File: config.mk
export PLATFORM = sky130hd
export DESIGN_NAME = counter_event_logger_flat
export DESIGN_NICKNAME = d
export VERILOG_FILES = /design/src/rtl/counter_log_pkg.sv /design/src/rtl/counter_event_logger_if.sv /design/src/rtl/log_fifo.sv /design/src/rtl/counter_event_logger.sv /design/src/flat_wrapper.sv
export SDC_FILE = /design/constraint.sdc
export NUM_CORES = 1
export LEC_CHECK = 0
export CORE_ASPECT_RATIO = 1.75
export CORE_MARGIN = 2
export CORE_UTILIZATION = 59
export DETAILED_ROUTE_END_ITERATION = 16
export GPL_TIMING_DRIVEN = 0
export PLACE_DENSITY_LB_ADDON = 0.1
export SLEW_MARGIN = 20
export SYNTH_ARGS = -nofsm -noshare
export SYNTH_HDL_FRONTEND = slang
export SYNTH_SLANG_ARGS = --single-unit
export TNS_END_PERCENT = 10
File: constraint.sdc
create_clock -name clk -period 4.93 [get_ports clk]
set_clock_uncertainty 0.05 [all_clocks]
set_input_delay 0.986 -clock clk [delete_from_list [all_inputs] [get_ports clk]]
set_output_delay 0.986 -clock clk [all_outputs]
set_load 0.05 [all_outputs]
File: src/rtl/counter_log_pkg.sv
// Shared constants for the counter event logger: event-type codes and record layout.
package counter_log_pkg;

  // Event-type codes carried in the top two bits of every record.
  localparam logic [1:0] EV_NONE = 2'b00;
  localparam logic [1:0] EV_RCO  = 2'b01;
  localparam logic [1:0] EV_LOAD = 2'b10;
  localparam logic [1:0] EV_BOTH = 2'b11;

  localparam int unsigned DEF_TS_W = 16;

  // Field widths of one record: {ev_type, modo, q, timestamp}, MSB first.
  localparam int unsigned EV_W   = 2;
  localparam int unsigned MODO_W = 2;
  localparam int unsigned Q_W    = 4;

  // Field positions for the default timestamp width.
  localparam int unsigned TS_LSB   = 0;
  localparam int unsigned Q_MSB    = DEF_TS_W + Q_W - 1;
  localparam int unsigned MODO_MSB = Q_MSB + MODO_W;
  localparam int unsigned EV_MSB   = MODO_MSB + EV_W;

endpackage

File: src/rtl/counter_event_logger_if.sv
// Valid/ready read port of the event logger FIFO.
interface counter_event_logger_if #(
  parameter int unsigned TS_W = counter_log_pkg::DEF_TS_W
);
  localparam int unsigned ENTRY_W = 8 + TS_W;

  logic               rd_valid;
  logic               rd_ready;
  logic [ENTRY_W-1:0] rd_data;

  // Logger side drives the head entry; reader side drives acceptance.
  modport master (output rd_valid, output rd_data, input rd_ready);
  modport slave  (input rd_valid, input rd_data, output rd_ready);
endinterface

File: src/rtl/log_fifo.sv
// Synchronous FIFO with occupancy count; storage is not reset.
module log_fifo #(
  parameter int unsigned DEPTH = 8,
  parameter int unsigned WIDTH = 24
) (
  input  logic                     clk_i,
  input  logic                     rst_ni,
  input  logic                     push_i,
  input  logic                     pop_i,
  input  logic [WIDTH-1:0]         wdata_i,
  output logic [WIDTH-1:0]         rdata_o,
  output logic                     full_o,
  output logic                     empty_o,
  output logic [$clog2(DEPTH):0]   count_o
);
  localparam int unsigned AW = $clog2(DEPTH);

  logic [WIDTH-1:0] mem_q [DEPTH];
  logic [AW-1:0]    wptr_q, wptr_d;
  logic [AW-1:0]    rptr_q, rptr_d;
  logic [AW:0]      count_q, count_d;
  logic             push_ok, pop_ok;

  assign full_o  = (count_q == (AW + 1)'(DEPTH));
  assign empty_o = (count_q == '0);
  assign count_o = count_q;
  assign rdata_o = mem_q[rptr_q];

  // A push into a full FIFO is only legal when a pop frees a slot in the same cycle.
  assign push_ok = push_i & (~full_o | pop_i);
  assign pop_ok  = pop_i & ~empty_o;

  // Next-state for pointers and occupancy.
  always_comb begin
    wptr_d  = wptr_q;
    rptr_d  = rptr_q;
    count_d = count_q;
    if (push_ok) wptr_d = wptr_q + AW'(1);
    if (pop_ok)  rptr_d = rptr_q + AW'(1);
    if (push_ok && !pop_ok) count_d = count_q + (AW + 1)'(1);
    if (pop_ok && !push_ok) count_d = count_q - (AW + 1)'(1);
  end

  // Pointer and occupancy registers.
  always_ff @(posedge clk_i or negedge rst_ni) begin
    if (!rst_ni) begin
      wptr_q  <= '0;
      rptr_q  <= '0;
      count_q <= '0;
    end else begin
      wptr_q  <= wptr_d;
      rptr_q  <= rptr_d;
      count_q <= count_d;
    end
  end

  // Storage write.
  always_ff @(posedge clk_i) begin
    if (push_ok) mem_q[wptr_q] <= wdata_i;
  end

endmodule

File: src/rtl/counter_event_logger.sv
// Timestamps RCO/LOAD rising edges of the 4-bit counter and queues them for a reader.
module counter_event_logger
  import counter_log_pkg::*;
#(
  parameter int unsigned DEPTH = 8,
  parameter int unsigned TS_W  = DEF_TS_W
) (
  input  logic                   clk,
  input  logic                   RESET,
  input  logic                   ENABLE,
  input  logic [3:0]             Q,
  input  logic                   RCO,
  input  logic                   LOAD,
  input  logic [1:0]             MODO,
  counter_event_logger_if.master rd,
  output logic [$clog2(DEPTH):0] count,
  output logic                   overflow,
  input  logic                   clr_ovf
);
  localparam int unsigned ENTRY_W = 8 + TS_W;

  logic              rco_d_q, load_d_q;
  logic [TS_W-1:0]   ts_q, ts_d;
  logic              ovf_q, ovf_d;
  logic              rco_ev, load_ev, any_ev;
  logic [1:0]        ev_type;
  logic              full, empty, push, pop, drop;
  logic [ENTRY_W-1:0] fifo_rdata;

  assign rco_ev  = RCO & ~rco_d_q;
  assign load_ev = LOAD & ~load_d_q;

  // Classify this cycle's edges; simultaneous edges share one record.
  always_comb begin
    ev_type = EV_NONE;
    if (rco_ev && load_ev) ev_type = EV_BOTH;
    else if (rco_ev)       ev_type = EV_RCO;
    else if (load_ev)      ev_type = EV_LOAD;
  end

  assign any_ev = (ev_type != EV_NONE);
  assign pop    = rd.rd_valid & rd.rd_ready;
  assign push   = any_ev & ENABLE & (~full | pop);
  assign drop   = any_ev & ENABLE & full & ~pop;

  // Timestamp advance and sticky overflow; a drop wins over a clear.
  always_comb begin
    ts_d  = ENABLE ? ts_q + TS_W'(1) : ts_q;
    ovf_d = ovf_q;
    if (drop)         ovf_d = 1'b1;
    else if (clr_ovf) ovf_d = 1'b0;
  end

  // Edge-detect delays run regardless of ENABLE so a level held across a disable logs once.
  always_ff @(posedge clk or negedge RESET) begin
    if (!RESET) begin
      rco_d_q  <= 1'b0;
      load_d_q <= 1'b0;
      ts_q     <= '0;
      ovf_q    <= 1'b0;
    end else begin
      rco_d_q  <= RCO;
      load_d_q <= LOAD;
      ts_q     <= ts_d;
      ovf_q    <= ovf_d;
    end
  end

  log_fifo #(
    .DEPTH (DEPTH),
    .WIDTH (ENTRY_W)
  ) u_fifo (
    .clk_i   (clk),
    .rst_ni  (RESET),
    .push_i  (push),
    .pop_i   (pop),
    .wdata_i ({ev_type, MODO, Q, ts_q}),
    .rdata_o (fifo_rdata),
    .full_o  (full),
    .empty_o (empty),
    .count_o (count)
  );

  // Stale storage is masked so the read bus reads zero while empty.
  assign rd.rd_valid = ~empty;
  assign rd.rd_data  = empty ? '0 : fifo_rdata;
  assign overflow    = ovf_q;

endmodule

File: src/flat_wrapper.sv
// flat-port wrapper written by rule: the top's interface ports become plain ports
module counter_event_logger_flat import counter_log_pkg::*;
#(
  parameter int unsigned DEPTH = 8,
  parameter int unsigned TS_W  = DEF_TS_W
)
  (clk, RESET, ENABLE, Q, RCO, LOAD, MODO, count, overflow, clr_ovf, rd_rd_valid, rd_rd_data, rd_rd_ready);
  counter_event_logger_if #(.TS_W(TS_W)) rd_i ();
  input  logic clk;
  input  logic RESET;
  input  logic ENABLE;
  input  logic [3:0] Q;
  input  logic RCO;
  input  logic LOAD;
  input  logic [1:0] MODO;
  output logic [$clog2(DEPTH):0] count;
  output logic overflow;
  input  logic clr_ovf;
  output wire logic [$bits(rd_i.rd_valid)-1:0] rd_rd_valid;
  output wire logic [$bits(rd_i.rd_data)-1:0] rd_rd_data;
  input wire logic [$bits(rd_i.rd_ready)-1:0] rd_rd_ready;
  assign rd_rd_valid = rd_i.rd_valid;
  assign rd_rd_data = rd_i.rd_data;
  assign rd_i.rd_ready = rd_rd_ready;
  counter_event_logger #(.DEPTH(DEPTH), .TS_W(TS_W)) u_core (.clk(clk), .RESET(RESET), .ENABLE(ENABLE), .Q(Q), .RCO(RCO), .LOAD(LOAD), .MODO(MODO), .rd(rd_i), .count(count), .overflow(overflow), .clr_ovf(clr_ovf));
endmodule
* Yosys cells after proc, flatten, opt, wreduce, memory -nomap -nowiden
Memories as Yosys holds them, arrays and structs flattened. Index checks and enable logic that the tools add are counted.
Cells by class: eq/ne operators 1, bitwise logic cells 15, add/sub/neg operators 5, reduce and logical (&&, ||, !) cells 9, muxes and demuxes 10
Operators by type and width (count):
- two-way mux 24 bit | 1
- adder 16 x 1 -> 16 bit (second input constant) | 1
- AND 1 bit | 9
- two-way mux 4 bit | 2
- adder 3 x 1 -> 3 bit (second input constant) | 2
- two-way mux 2 bit | 3
- nonzero test 2 bit | 3
- inverter 1 bit | 5
- adder 4 x 1 -> 4 bit (second input constant) | 1
- == test 4 bit (second input constant) | 1
- zero test 4 bit | 1
- two-way mux 1 bit | 4
- subtractor 4 x 1 -> 4 bit (second input constant) | 1
- logical AND 1 bit | 3
- zero test 1 bit | 2
- OR 1 bit | 1
Storage, ports and cells: memories 1, bits of input ports 13, bits in writable memories 192, output and inout bits 30, register bits 29, logic and storage cells 48
Memory list:
- u_core.u_fifo.mem_q | words 8, width 24, read ports 1, clocked after memory_dff 0, write ports 1, RTL line log_fifo.sv:18 | logic [WIDTH-1:0] mem_q [DEPTH];

* Depth between registers and ports, before layout
depth in word-level cells 12, depth in mapped cells 12, mapped depth without buffers 11

* Modules after synthesis
A second synthesis with hierarchy kept.
Second synthesis, totals: cells, all modules 443, area, all modules 8882.3 sq um
By module, submodules not included:
- log_fifo | seq. area each 6015.8 sq um, times used 1, area an instance 7877.6 sq um, cells an instance 345
- counter_event_logger | seq. area each 475.5 sq um, times used 1, area an instance 1004.7 sq um, cells an instance 98

* Worst setup path before layout
OpenSTA, ideal clock, no wires.
kind input to register, from in RCO, to mem u_core.u_fifo.mem_q[1][0] (enable), setup time 0.435 ns, data arrival time 3.589 ns, buffers on the path 0, path slack 0.855 ns, required time 4.445 ns, stages on the path 4, path through nor2b_1 -> o221ai_2 -> or2_2 -> nor3_1
Between the ends: cells in the longest elaborated chain, start to end 9, elaborated cells between the ends (all ways) 10
RTL lines:
- start: declaration | RTL line flat_wrapper.sv:13 | input logic RCO;
- AND 1 bit (*) | RTL line counter_event_logger.sv:30 | assign rco_ev = RCO & ~rco_d_q;
- two-way mux 2 bit or logical AND 1 bit (tied branches) | RTL line counter_event_logger.sv:37, counter_event_logger.sv:36
- two-way mux 2 bit (*) | RTL line counter_event_logger.sv:36 | if (rco_ev && load_ev) ev_type = EV_BOTH;
- nonzero test 2 bit (*) | RTL line counter_event_logger.sv:41 | assign any_ev = (ev_type != EV_NONE);
- AND 1 bit (*) (2 in series) | RTL line counter_event_logger.sv:43 | assign push = any_ev & ENABLE & (~full | pop);
- AND 1 bit (*) | RTL line log_fifo.sv:30 | assign push_ok = push_i & (~full_o | pop_i);
- two-way mux 1 bit (*) | RTL line log_fifo.sv:59 | if (push_ok) mem_q[wptr_q] <= wdata_i;
- two-way mux 1 bit (not written as such) (*) | RTL line log_fifo.sv:59
- end: declaration | RTL line log_fifo.sv:18
Every way passes the cells marked *; elsewhere a longest branch is shown, timed or not.

* Worst setup path in the final report
from reg u_core.u_fifo.rptr_q[1], to out rd_rd_data[15]
Between the ends: cells in the longest elaborated chain, start to end 2
RTL lines:
- start: declaration | RTL line log_fifo.sv:20 | logic [AW-1:0] rptr_q, rptr_d;
- start signal: assignment | RTL line log_fifo.sv:52 | rptr_q <= rptr_d;
- memory read (8 x 24 bit)
- two-way mux 24 bit | RTL line counter_event_logger.sv:86 | assign rd.rd_data = empty ? '0 : fifo_rdata;
- end: declaration | RTL line flat_wrapper.sv:20 | output wire logic [$bits(rd_i.rd_data)-1:0] rd_rd_data;
Every way passes these cells.

==> metrics.md <==
| Metric | Value |
|---|---|
| Max_slew headroom | `between 30% and 40%` |
| Ys async rst share | `13.1%` |
| Max_cap viols | `0` |
| Synth top area cells | `edfxtp_1 67%, mux4_2 12%, dfrtp_1 8.4%, mux2i_1 2.8%, xor2_1 1.6%` |
| Reg2reg start | `u_core.rco_d_q` |
| Starting Density | `60.3%` |
| Routed Antenna Nets | `0` |
| Power density over the cells | `619 nW/um^2` |
| Final count of negative-setup-slack endpoints | `0` |
| Gr ovfl total | `0` |
| Bufs and invs on worst path | `3` |
| # diodes | `0` |
| Avg Synthesized Cell Area | `20.1 sq um` |
| Commonest register cell after synthesis | `edfxtp_1` |
| CTS root buffer | `clkbuf_16` |
| Clock buffer count from CTS | `19` |
| Cell taking the most area after synthesis | `edfxtp_1` |
| Vias in the first global route | `4558` |
| Max-slew violation count | `0` |
| Port bufs | `42` |
| Minimum clock period | `~4300 ps` |
| Critical path's top delay family | `buffers and inverters` |
| CP startpoint | `u_core.u_fifo.rptr_q[1]` |
| Nets | `526` |
| CP required | `3890 ps` |
| Post_cts resized | `0` |
| Final WL | `16200 microns` |
| Crit path cell chain | `buf_2 -> buf_1 -> mux4_2 -> mux2i_1 -> nor2_1 -> clkdlybuf4s50_1` |
| Kind of critical path | `register to primary output` |
| Max stage delay on crit path | `820 ps` |
| Clock sink count | `about 220` |
| Drc violations | `0` |
| Largest net degree at the start of global routing | `30` |
| Vias per inst | `5.97` |
| Crit Path Max Fanout | `10` |
| Synthesized flop and latch total | `221` |
| Cells after synthesis | `about 430` |
| Library cells used by synthesis | `37` |
| Post-synth top cells | `192 x edfxtp_1, 48 x mux4_2, 37 x nor2_1` |
| H-tree levels | `1` |
| Core footprint | `14400 sq um` |
| Startpoint types | `register` |
| Die W | `95.6 microns` |
| Routed wire per std cell | `23.2 microns` |
| Critical Path AT | `3250 ps` |
| Initial DRC Count | `312` |
| # IOs | `43` |
| Synth top area share | `66.5%` |
| Reg2reg end | `u_core.u_fifo.mem_q[0][15]` |
| Period utilization | `87.0%` |
| Worst-Margin Slew | `941 ps` |
| Layout cells sized above 1 | `21.7%` |
| Sequential share of the synthesized area | `74.9%` |
| Fmax | `between 200 and 250 MHz` |
| CP Depth | `6` |
| Worst slack at placement | `between 600 and 700 ps` |
| YS warnings | `0` |
| CP endpoint kind | `primary output` |
| Final hold violations | `0` |
| Hold_ws | `478 ps` |
| CTS Buffer Depth | `3` |
| Slowest stage cell, crit path | `clkdlybuf4s50_1` |
| Netlist Area Pre-Place | `8670 sq um` |
| Dpl hpwl | `10500 microns` |
| Fin cells | `700` |
| Worst-skew pair later-pin latency | `490 ps` |
| Initial antenna violation count | `0` |
| Die ar. | `15700 sq um` |
| CTS Hold Buffers Added | `0` |
| Cells on worst reg2reg path | `6` |
| VDD IR max | `0.466 mV` |
| Vias | `between 4000 and 5000` |
| Placer Congestion | `0.715` |
| R2r setup slk | `between 1500 and 2000 ps` |
| First-pass GRT wire length | `25500 microns` |
| Placed instance count | `between 600 and 700` |
| Area grow syn2layout | `17.1%` |
| Hold/Removal Path Class | `register to register` |
| Post-synth EDFFs | `192` |
| Count leader, synth | `edfxtp_1` |
| TritonRoute pass-1 iters | `4` |
| Std cell rows | `58` |
| Static leakage | `3.50 nW` |
| Crit path to | `rd_rd_data[15]` |
| RSZ-0062 raised after global routing | `no` |
| Total GRT Usage | `22.6%` |
| Die Y | `164 microns` |
| CTS clk-pin slew, worst paths | `70 ps` |
| CTS tree | `built` |
| Setup bufs post-CTS | `0` |
| Fill cell total of the finished layout | `between 900 and 1000` |
| Final worst slack | `640 ps` |
| Syn nets | `450` |
| Outcome | `complete, no violations` |
## worst reg2reg max path: stages, from the launching register on
cell      delay (ps)
dfrtp_1          360
nor2b_1          570
o221ai_2         320
nand2b_1         390
nor3_2           700
buf_6            250
buf_4            180
## area by class of cell
cell class	count	area (sq um)	share of cell area (%)
Timing Repair Buffer	55	629	6.20
Clock inverter	7	63.8	0.629
Sequential cell	221	6490	64.0
Tap cell	180	225	2.22
Buffer	17	83.8	0.826
Inverter	4	15.0	0.148
Multi-Input combinational cell	189	2130	21.0
Clock buffer	27	505	4.98
## cells in the final DEF (no fill, tap or decap), drive strengths merged, types with 2 or more instances in the layout
| cell type | netlist | routed |
|---|---|---|
| xnor2 | 7 | 7 |
| mux2i | 24 | 24 |
| nor4 | 2 | 2 |
| nand2b | 5 | 5 |
| nor2 | 38 | 38 |
| and2 | 2 | 2 |
| nor2b | 2 | 2 |
| ha | 6 | 6 |
| clkbuf | 9 | 36 |
| clkdlybuf4s50 | 0 | 41 |
| mux4 | 48 | 48 |
| and3 | 2 | 2 |
| buf | 8 | 22 |
| dfrtp | 29 | 29 |
| clkinv | 0 | 5 |
| nor3 | 6 | 6 |
| mux2 | 4 | 4 |
| inv | 4 | 5 |
| edfxtp | 192 | 192 |
| nand4 | 4 | 4 |
| nand3 | 2 | 2 |
| nand2 | 12 | 12 |
| xor2 | 16 | 16 |
## cells by family after synthesis
logic type               count (synthesis)  synth area share, %
flip-flops                             221                 74.9
AND/OR/NAND/NOR                         79                 4.46
multiplexers                            76                 15.8
XOR/XNOR                                23                 2.32
buffers and inverters                   21                 1.14
adder cells (fa/ha/maj)                  6                0.866
AO/OA/AOI/OAI                            5                0.491
## layer usage
layer | up-vias | global-route usage (%) | part of all wire [%]
met5 | - | 0 | 0
met4 | 0 | 6.43 | 2.1
met3 | 30 | 2.94 | 4.0
met2 | 108 | 40.5 | 55
met1 | 2180 | 28.7 | 38
li1 | 1861 | - | -
## how the worst min path moves through the flow
| stage | startpoint | end | slack (ps) | cells past startpoint |
|---|---|---|---|---|
| finish | u_core.u_fifo.wptr_q[0] | u_core.u_fifo.wptr_q[0] | 480 | 2 |
| global route | u_core.u_fifo.wptr_q[0] | u_core.u_fifo.wptr_q[0] | 510 | 2 |
| CTS | u_core.u_fifo.wptr_q[0] | u_core.u_fifo.wptr_q[0] | 480 | 2 |
| detailed placement | u_core.u_fifo.wptr_q[0] | u_core.u_fifo.wptr_q[0] | 470 | 2 |
| global placement | u_core.u_fifo.wptr_q[0] | u_core.u_fifo.wptr_q[0] | 440 | 2 |
| floorplan | u_core.u_fifo.wptr_q[0] | u_core.u_fifo.wptr_q[0] | 430 | 2 |
## where the power goes
part,switching [mW],total [mW],internal (mW)
Combinational,1.48,2.46,0.983
Sequential,0.164,2.44,2.27
Clock,0.607,1.38,0.772
## stage by stage
| stage | instance area, sq um | TNS, ps | utilization (%) | total power, mW |
|---|---|---|---|---|
| finish | 10100 | 0 | 70.6 | 6.28 |
| global route | 10100 | 0 | 70.6 | 6.55 |
| CTS | 10100 | 0 | 70.6 | 6.35 |
| detailed placement | 9580 | 0 | 66.6 | 4.98 |
| global placement | 9310 | -105310 | 64.8 | 4.87 |
| floorplan | 8670 | 0 | - | 4.18 |
## registers in the layout (all words and copies together) (netlist names)
name                   count
u_core.u_fifo.wptr_q       3
u_core.overflow            1
u_core.u_fifo.count_o      4
u_core.ts_q               16
u_core.load_d_q            1
u_core.u_fifo.rptr_q       3
u_core.rco_d_q             1
u_core.u_fifo.mem_q      192
No activity file was read; power rests on OpenSTA's default activity.
